[src/rtl/nibble_add_sequencer.sv]
// nibble_add_sequencer
//   Multi-cycle wide adder/subtractor. A single 4-bit parallel_adder is
//   time-shared across a 4*WORDS-bit operand pair, one nibble per clock,
//   least-significant nibble first. The ripple carry is held in a register
//   between nibbles.
//
// Ports
//   clk    in   rising-edge clock
//   rst    in   asynchronous active-high reset
//   start  in   request; sampled only in IDLE or DONE
//   sub    in   0 = a+b+cin, 1 = a-b (two's complement)
//   a, b   in   W-bit operands, latched on accept
//   cin    in   carry-in for add; ignored when sub=1
//   busy   out  high while in RUN
//   done   out  one-cycle pulse, result valid
//   sum    out  W-bit result register
//   cout   out  final carry (for subtract, 1 = no borrow)
//   ovf    out  signed overflow of the W-bit result

// 4-bit ripple adder shared by the sequencer.
module parallel_adder (
  input  logic [3:0] a,
  input  logic [3:0] b,
  input  logic       cin,
  output logic [3:0] sum,
  output logic       cout
);
  assign {cout, sum} = {1'b0, a} + {1'b0, b} + {4'b0000, cin};
endmodule

// state | meaning
// IDLE  | waiting for start
// RUN   | processing nibble idx, one per clock
// DONE  | result valid, done pulse; may accept a new start
module nibble_add_sequencer #(
  parameter int WORDS = 4
) (
  input  logic                 clk,
  input  logic                 rst,
  input  logic                 start,
  input  logic                 sub,
  input  logic [4*WORDS-1:0]   a,
  input  logic [4*WORDS-1:0]   b,
  input  logic                 cin,
  output logic                 busy,
  output logic                 done,
  output logic [4*WORDS-1:0]   sum,
  output logic                 cout,
  output logic                 ovf
);
  localparam int W     = 4 * WORDS;
  localparam int IDX_W = (WORDS > 1) ? $clog2(WORDS) : 1;
  localparam logic [IDX_W-1:0] IDX_LAST = IDX_W'(WORDS - 1);

  typedef enum logic [1:0] {
    IDLE = 2'd0,
    RUN  = 2'd1,
    DONE = 2'd2
  } state_t;

  state_t           state_q, state_d;
  logic [W-1:0]     a_q, a_d;
  logic [W-1:0]     b_q, b_d;
  logic             sub_q, sub_d;
  logic             carry_q, carry_d;
  logic [IDX_W-1:0] idx_q, idx_d;
  logic [W-1:0]     sum_q, sum_d;
  logic             cout_q, cout_d;
  logic             ovf_q, ovf_d;

  logic [3:0] add_a, add_b, add_sum;
  logic       add_cout;

  // Nibble select from the latched operands; b is inverted for subtract,
  // and the +1 comes from carry_q being preloaded to 1.
  always_comb begin
    add_a = 4'h0;
    add_b = 4'h0;
    for (int k = 0; k < WORDS; k++) begin
      if (idx_q == IDX_W'(k)) begin
        add_a = a_q[4*k +: 4];
        add_b = b_q[4*k +: 4];
      end
    end
    if (sub_q) add_b = add_b ^ 4'hF;
  end

  parallel_adder u_adder (add_a, add_b, carry_q, add_sum, add_cout);

  always_comb begin
    state_d = state_q;
    a_d     = a_q;
    b_d     = b_q;
    sub_d   = sub_q;
    carry_d = carry_q;
    idx_d   = idx_q;
    sum_d   = sum_q;
    cout_d  = cout_q;
    ovf_d   = ovf_q;

    case (state_q)
      IDLE, DONE: begin
        if (start) begin
          state_d = RUN;
          a_d     = a;
          b_d     = b;
          sub_d   = sub;
          carry_d = sub ? 1'b1 : cin;
          idx_d   = '0;
          sum_d   = '0;
          cout_d  = 1'b0;
          ovf_d   = 1'b0;
        end else begin
          state_d = IDLE;
        end
      end
      RUN: begin
        for (int k = 0; k < WORDS; k++) begin
          if (idx_q == IDX_W'(k)) sum_d[4*k +: 4] = add_sum;
        end
        carry_d = add_cout;
        idx_d   = idx_q + 1'b1;
        if (idx_q == IDX_LAST) begin
          cout_d  = add_cout;
          // Top bit of the result is bit 3 of the final nibble's sum.
          ovf_d   = (a_q[W-1] == (b_q[W-1] ^ sub_q)) && (add_sum[3] != a_q[W-1]);
          state_d = DONE;
        end
      end
      default: state_d = IDLE;
    endcase
  end

  always_ff @(posedge clk or posedge rst) begin
    if (rst) begin
      state_q <= IDLE;
      a_q     <= '0;
      b_q     <= '0;
      sub_q   <= 1'b0;
      carry_q <= 1'b0;
      idx_q   <= '0;
      sum_q   <= '0;
      cout_q  <= 1'b0;
      ovf_q   <= 1'b0;
    end else begin
      state_q <= state_d;
      a_q     <= a_d;
      b_q     <= b_d;
      sub_q   <= sub_d;
      carry_q <= carry_d;
      idx_q   <= idx_d;
      sum_q   <= sum_d;
      cout_q  <= cout_d;
      ovf_q   <= ovf_d;
    end
  end

  assign busy = (state_q == RUN);
  assign done = (state_q == DONE);
  assign sum  = sum_q;
  assign cout = cout_q;
  assign ovf  = ovf_q;

endmodule

[config.mk]
export PLATFORM = sky130hd
export DESIGN_NAME = nibble_add_sequencer
export DESIGN_NICKNAME = d
export VERILOG_FILES = /design/src/rtl/nibble_add_sequencer.sv
export SDC_FILE = /design/constraint.sdc
export NUM_CORES = 1
export LEC_CHECK = 0
export ABC_AREA = 1
export BUFFER_PORTS_ARGS = -buffer_cell sky130_fd_sc_hd__clkbuf_2
export CORE_AREA = 8 8 87 89
export CTS_BUF_LIST = sky130_fd_sc_hd__clkbuf_2
export DETAILED_ROUTE_END_ITERATION = 8
export DIE_AREA = 0 0 95 97
export PLACE_DENSITY = 0.67
export SLEW_MARGIN = 10
export SYNTH_ARGS = -nofsm -noshare
export SYNTH_HDL_FRONTEND = slang
export SYNTH_SLANG_ARGS = --single-unit
[constraint.sdc]
create_clock -name clk -period 2.7 [get_ports clk]
set_input_delay 0.54 -clock clk [delete_from_list [all_inputs] [get_ports clk]]
set_output_delay 0.54 -clock clk [all_outputs]
set_load 0.01 [all_outputs]
Yosys cells after proc, flatten, opt, wreduce, memory -nomap -nowiden

Index checks and enable logic that the tools add are counted.

Word-level logic and storage cells: 68
Input bits: 37
Output and inout port bits: 20
Bits in registers: 56

Bitwise logic cells: 2
Reductions and logical operators: 11
Multiplexer cells: 28
Add/subtract/negate cells: 3
Equality and inequality tests: 12

Operator list:

| kind                                                             | count |
|---|---|
| 4-bit two-way mux                                                | 13 |
| 16-bit case mux with 2 select lines                              | 1 |
| 16-bit two-way mux                                               | 1 |
| 3-bit AND reduction                                              | 4 |
| 2-bit by 1-bit != test with 1-bit output (second input constant) | 4 |
| 2-bit case mux with 2 select lines                               | 2 |
| 2-bit == test (second input constant)                            | 3 |
| 1-bit two-way mux                                                | 6 |
| 1-bit case mux with 2 select lines                               | 3 |
| 4-bit by 4-bit adder with 5-bit output                           | 1 |
| 5-bit by 1-bit adder with 5-bit output                           | 1 |
| 2-bit by 1-bit == test with 1-bit output (second input constant) | 2 |
| 2-bit zero test                                                  | 2 |
| 2-bit two-way mux                                                | 2 |
| 4-bit inverter                                                   | 1 |
| 2-bit AND reduction                                              | 2 |
| 2-bit by 1-bit adder with 2-bit output (second input constant)   | 1 |
| 2-bit != test (second input constant)                            | 1 |
| 2-bit nonzero test                                               | 1 |
| 2-bit OR reduction                                               | 1 |
| 1-bit == test                                                    | 1 |
| 1-bit logical AND                                                | 1 |
| 1-bit != test                                                    | 1 |
| 1-bit XOR                                                        | 1 |

Depth between registers and ports, before layout

Depth in word-level cells: 13
Mapped depth: 19
Mapped depth without buffers: 19

Cells and area by module

Synthesis repeated with hierarchy kept, for this count alone.

Cells, all modules: 343
Area, all modules: 2788.9 um2

Modules (own cells, without submodules):

| module               | times used | cells an instance | area each (um2) | sequential area each (um2) |
|---|---|---|---|---|
| nibble_add_sequencer | 1          | 318               | 2623.8          | 1401.3 |
| parallel_adder       | 1          | 25                | 165.2           | 0.0 |

Worst setup path after synthesis

OpenSTA, ideal clock, no wires.

Path type: register -> register
Start: register idx_q[0]
End: register sum_q[13], in the netlist sum[13]
Stages on the path, launching flop included: 14
Setup time: 0.128 ns
Clock period less this slack: 2.382 ns
Required time: 2.572 ns
Slack: 0.318 ns
Arrival: 2.255 ns
Cells stage by stage: dfrtp_1 > inv_1 > ha_1 > buf_2 > inv_2 > o211ai_1 > nand2_1 > nand2_1 > nand2_1 > fa_1 > inv_1 > fa_1 > nand2_1 > o21ai_1

Word-level cells in the longest chain between the ends: 11

RTL lines:

| element                                | RTL line | text |
|---|---|---|
| start, declared                        | 66       | `logic [IDX_W-1:0] idx_q, idx_d;` |
| start signal, assigned                 | 151      | `idx_q <= idx_d;` |
| 2-bit zero test                        | 80       | `if (idx_q == IDX_W'(k)) begin` |
| 4-bit two-way mux (4 in a row)         | 80       |  |
| 4-bit inverter (no source line)        | --       |  |
| 4-bit two-way mux                      | 85       | `if (sub_q) add_b = add_b ^ 4'hF;` |
| 4-bit by 4-bit adder with 5-bit output | 28       | `assign {cout, sum} = {1'b0, a} + {1'b0, b} + {4'b0000, cin};` |
| 5-bit by 1-bit adder with 5-bit output | 28       |  |
| 4-bit two-way mux                      | 119      | `if (idx_q == IDX_W'(k)) sum_d[4*k +: 4] = add_sum;` |
| 16-bit case mux with 2 select lines    | 101      | `case (state_q)` |
| end signal, assigned                   | 152      | `sum_q <= sum_d;` |
| end, declared                          | 67       | `logic [W-1:0] sum_q, sum_d;` |

Several ways; a longest one is shown, not always the timed one. The select of a mux whose other input is x is not followed.
A chain may end at the register's enable or synchronous reset.

Worst setup path after layout

Start: register idx_q[1]
End: register sum_q[5], in the netlist sum[5]

Same word-level chain as after synthesis.

==> metrics <==
CP max FO 5; Post-Route WL 6.230 mm; critical path class reg -> reg; Reg-to-Reg End sum[5]; Yosys reg bits 56; R2R Path Start idx_q[1]; hold buffers post-CTS 0; Bufs and invs on worst path 3; Cell Area, Synth 0.002725 mm2; compound-cell area share of the yosys netlist 10.84%; peak supply drop 0.5924 mV; RePlAce Congestion slightly above 0.8; commonest cells after routing, fill and taps aside 156 x nand2_1, 61 x clkbuf_2, 56 x dfrtp_1; routed vias 2242; Initial Util 43.92%; Nets 441; number of placement rows 29; clk_lat worst skew 0.43 ns; Yosys top cell by area dfrtp_1; Slew HR 64.20%; worst-margin pin slew 0.5362 ns; Final period util 95.56%; DR iter-0 viols 100; final core utilization roughly half; CTS tree yes; slack of the worst reg-to-reg path ~0.12 ns; register area share after synthesis 51.42%; Power Dens Cells 1384 mW/mm2; Mean Syn Cell Area 8.159 um2; clock sinks 56; Final WS setup 0.1200 ns; post-synthesis mux area share 0%; cell depth of the worst flop-to-flop path 14; worst path cell trace inv_1 > ha_1 > inv_1 > nor2_4 > nand2_1 > nand2_1 > o211ai_1 > nand3_1 > nand2_1 > fa_1 > inv_1 > fa_2 > nand2_2 > o21ai_1; post-synthesis simple-gate area fraction 26.77%; Leak Pwr 1.732 nW; HP Class in -> async; area share of fa/ha/maj cells after synthesis 4.683%; Cells after Synth 334; layout cells sized above 1 26.08%; Startpoint Class flip-flop; fmax 387.6 MHz; wire per inst approximately 13 um; number of vias per cell between 4 and 5; total CTS buffers 5; crit path capture type flip-flop; Worst EP required 3.07 ns; dpl ws 0.04595 ns; H-tree Lvls 2; root buf cell clkbuf_2; worst clock skew a little over 0.008 ns; synth unique cells 25; final hold vios 0; Syn. warnings 0; most area-consuming cells after synthesis dfrtp_1 51%, nand2_1 22%, o21ai_1 3.5%, ha_1 3.2%, nand3_1 2.4%; Port Buffers 56; Die Y roughly 97 um; initial antenna violation count 0; P&R area growth vs syn 17.08%; maxcap violations 0; antenna cells 0; crit path DAT around 3.0 ns; first-pass GRT wire length roughly 11 mm; Synth top area share 51.42%; Std-Cell Core Area 0.006205 mm2; endpoints failing setup 0; commonest non-fill, non-tap cell in the layout nand2_1; Tot Pwr 4.415 mW; worst-case clock buffer depth 2; die area about 0.0092 mm2; Overall Global Routing Usage 14.11%; outcome completed; crit-path max cell delay roughly 0.48 ns; number of global-route vias before repair 2317; RSZ-0062 raised after global routing yes; CTS clk-pin slew, worst paths 0.27 ns; I/O pin total 57; fill count 605; worst hold slack around 0.072 ns; Slowest cell on crit path dfrtp_1; Die Width 95 um; Top Family by Delay on Critical Path adder cells; Slew Viols, Final 0; Routed Antenna Nets 0; DRC 0; syn nets 380; Synth Area in XOR/XNOR 0%; Tmin final 2.580 ns; total congestion overflow 0; largest family of logic cells by synthesized area simple AND/OR/NAND/NOR gates; DP Wirelength 4.768 mm; first-pass detailed-route iteration total 4; largest net degree at the start of global routing 37
-- worst max path at each step --
stage,startpoint,endpoint,cells after the start
2_1_floorplan,idx_q[0],sum[13],13
3_3_place_gp,idx_q[0],sum[13],14
3_5_place_dp,idx_q[1],cout,16
4_1_cts,idx_q[0],cout,17
5_1_grt,idx_q[1],cout,17
6_report,idx_q[1],sum[5],14
-- report_power, final --
| group | switching (mW) | leakage [nW] | internal, mW | total, mW |
|---|---|---|---|---|
| logic | 1.64 | 1.00 | 0.997 | 2.63 |
| registers | 0.246 | 0.704 | 1.22 | 1.47 |
| clock network | 0.259 | 0.0248 | 0.0570 | 0.316 |
-- state kept, by name (all words and copies together) (netlist names) --
register / count
a_q: 16
idx_q: 2
cout: 1
sub_q: 1
ovf: 1
sum: 16
state_q: 2
carry_q: 1
b_q: 16
-- synth_stat cells (all sizes together) --
cell type and number:
dfrtp 56, inv 22, clkinv 2, nand3 13, o211ai 7, o21ai 31
a21oi 13, buf 11, ha 7, nor2 9, fa 2, o21a 1
nand2 160
-- per-layer routing --
metal	GRT usage (%)	up-vias	part of all wire [%]
met5	0	-	0
met4	2.885	0	0.91
met3	3.555	6	4.7
met2	23.13	57	48
met1	18.17	1003	46
li1	-	1176	-
-- cell families (layout without fill, tap and decap cells) --
family / Yosys count / after routing
fa+ha+maj: 9 / 9
flops: 56 / 56
simple gates: 182 / 182
compound gates: 52 / 52
buf+inv: 35 / 96
-- layout make-up --
cell class                 count  area [um2]  area share [%]
multi-input combinational    243        1201           37.65
clock inverter                 2       12.51          0.3922
sequential                    56        1401           43.92
tap                           77       96.34           3.020
timing repair buffer          65       360.3           11.29
clock buffer                   5       25.02          0.7843
inverter                      24       93.84           2.941
-- through the flow --
step,area [um2],std cells,setup TNS (ns)
2_1_floorplan,2725,334,0
3_3_place_gp,3074,461,0
3_5_place_dp,3074,461,0
4_1_cts,3112,468,0
5_1_grt,3191,472,-0.2465
6_report,3191,472,0
-- what timing repair did --
item / CTS / global route
endpoints found under the setup margin: 0 / 15
resized for setup: 0 / 14
hold endpoints to repair: 0 / 0
setup buffers: 0 / 4
Power figures use the tool's default switching activity.
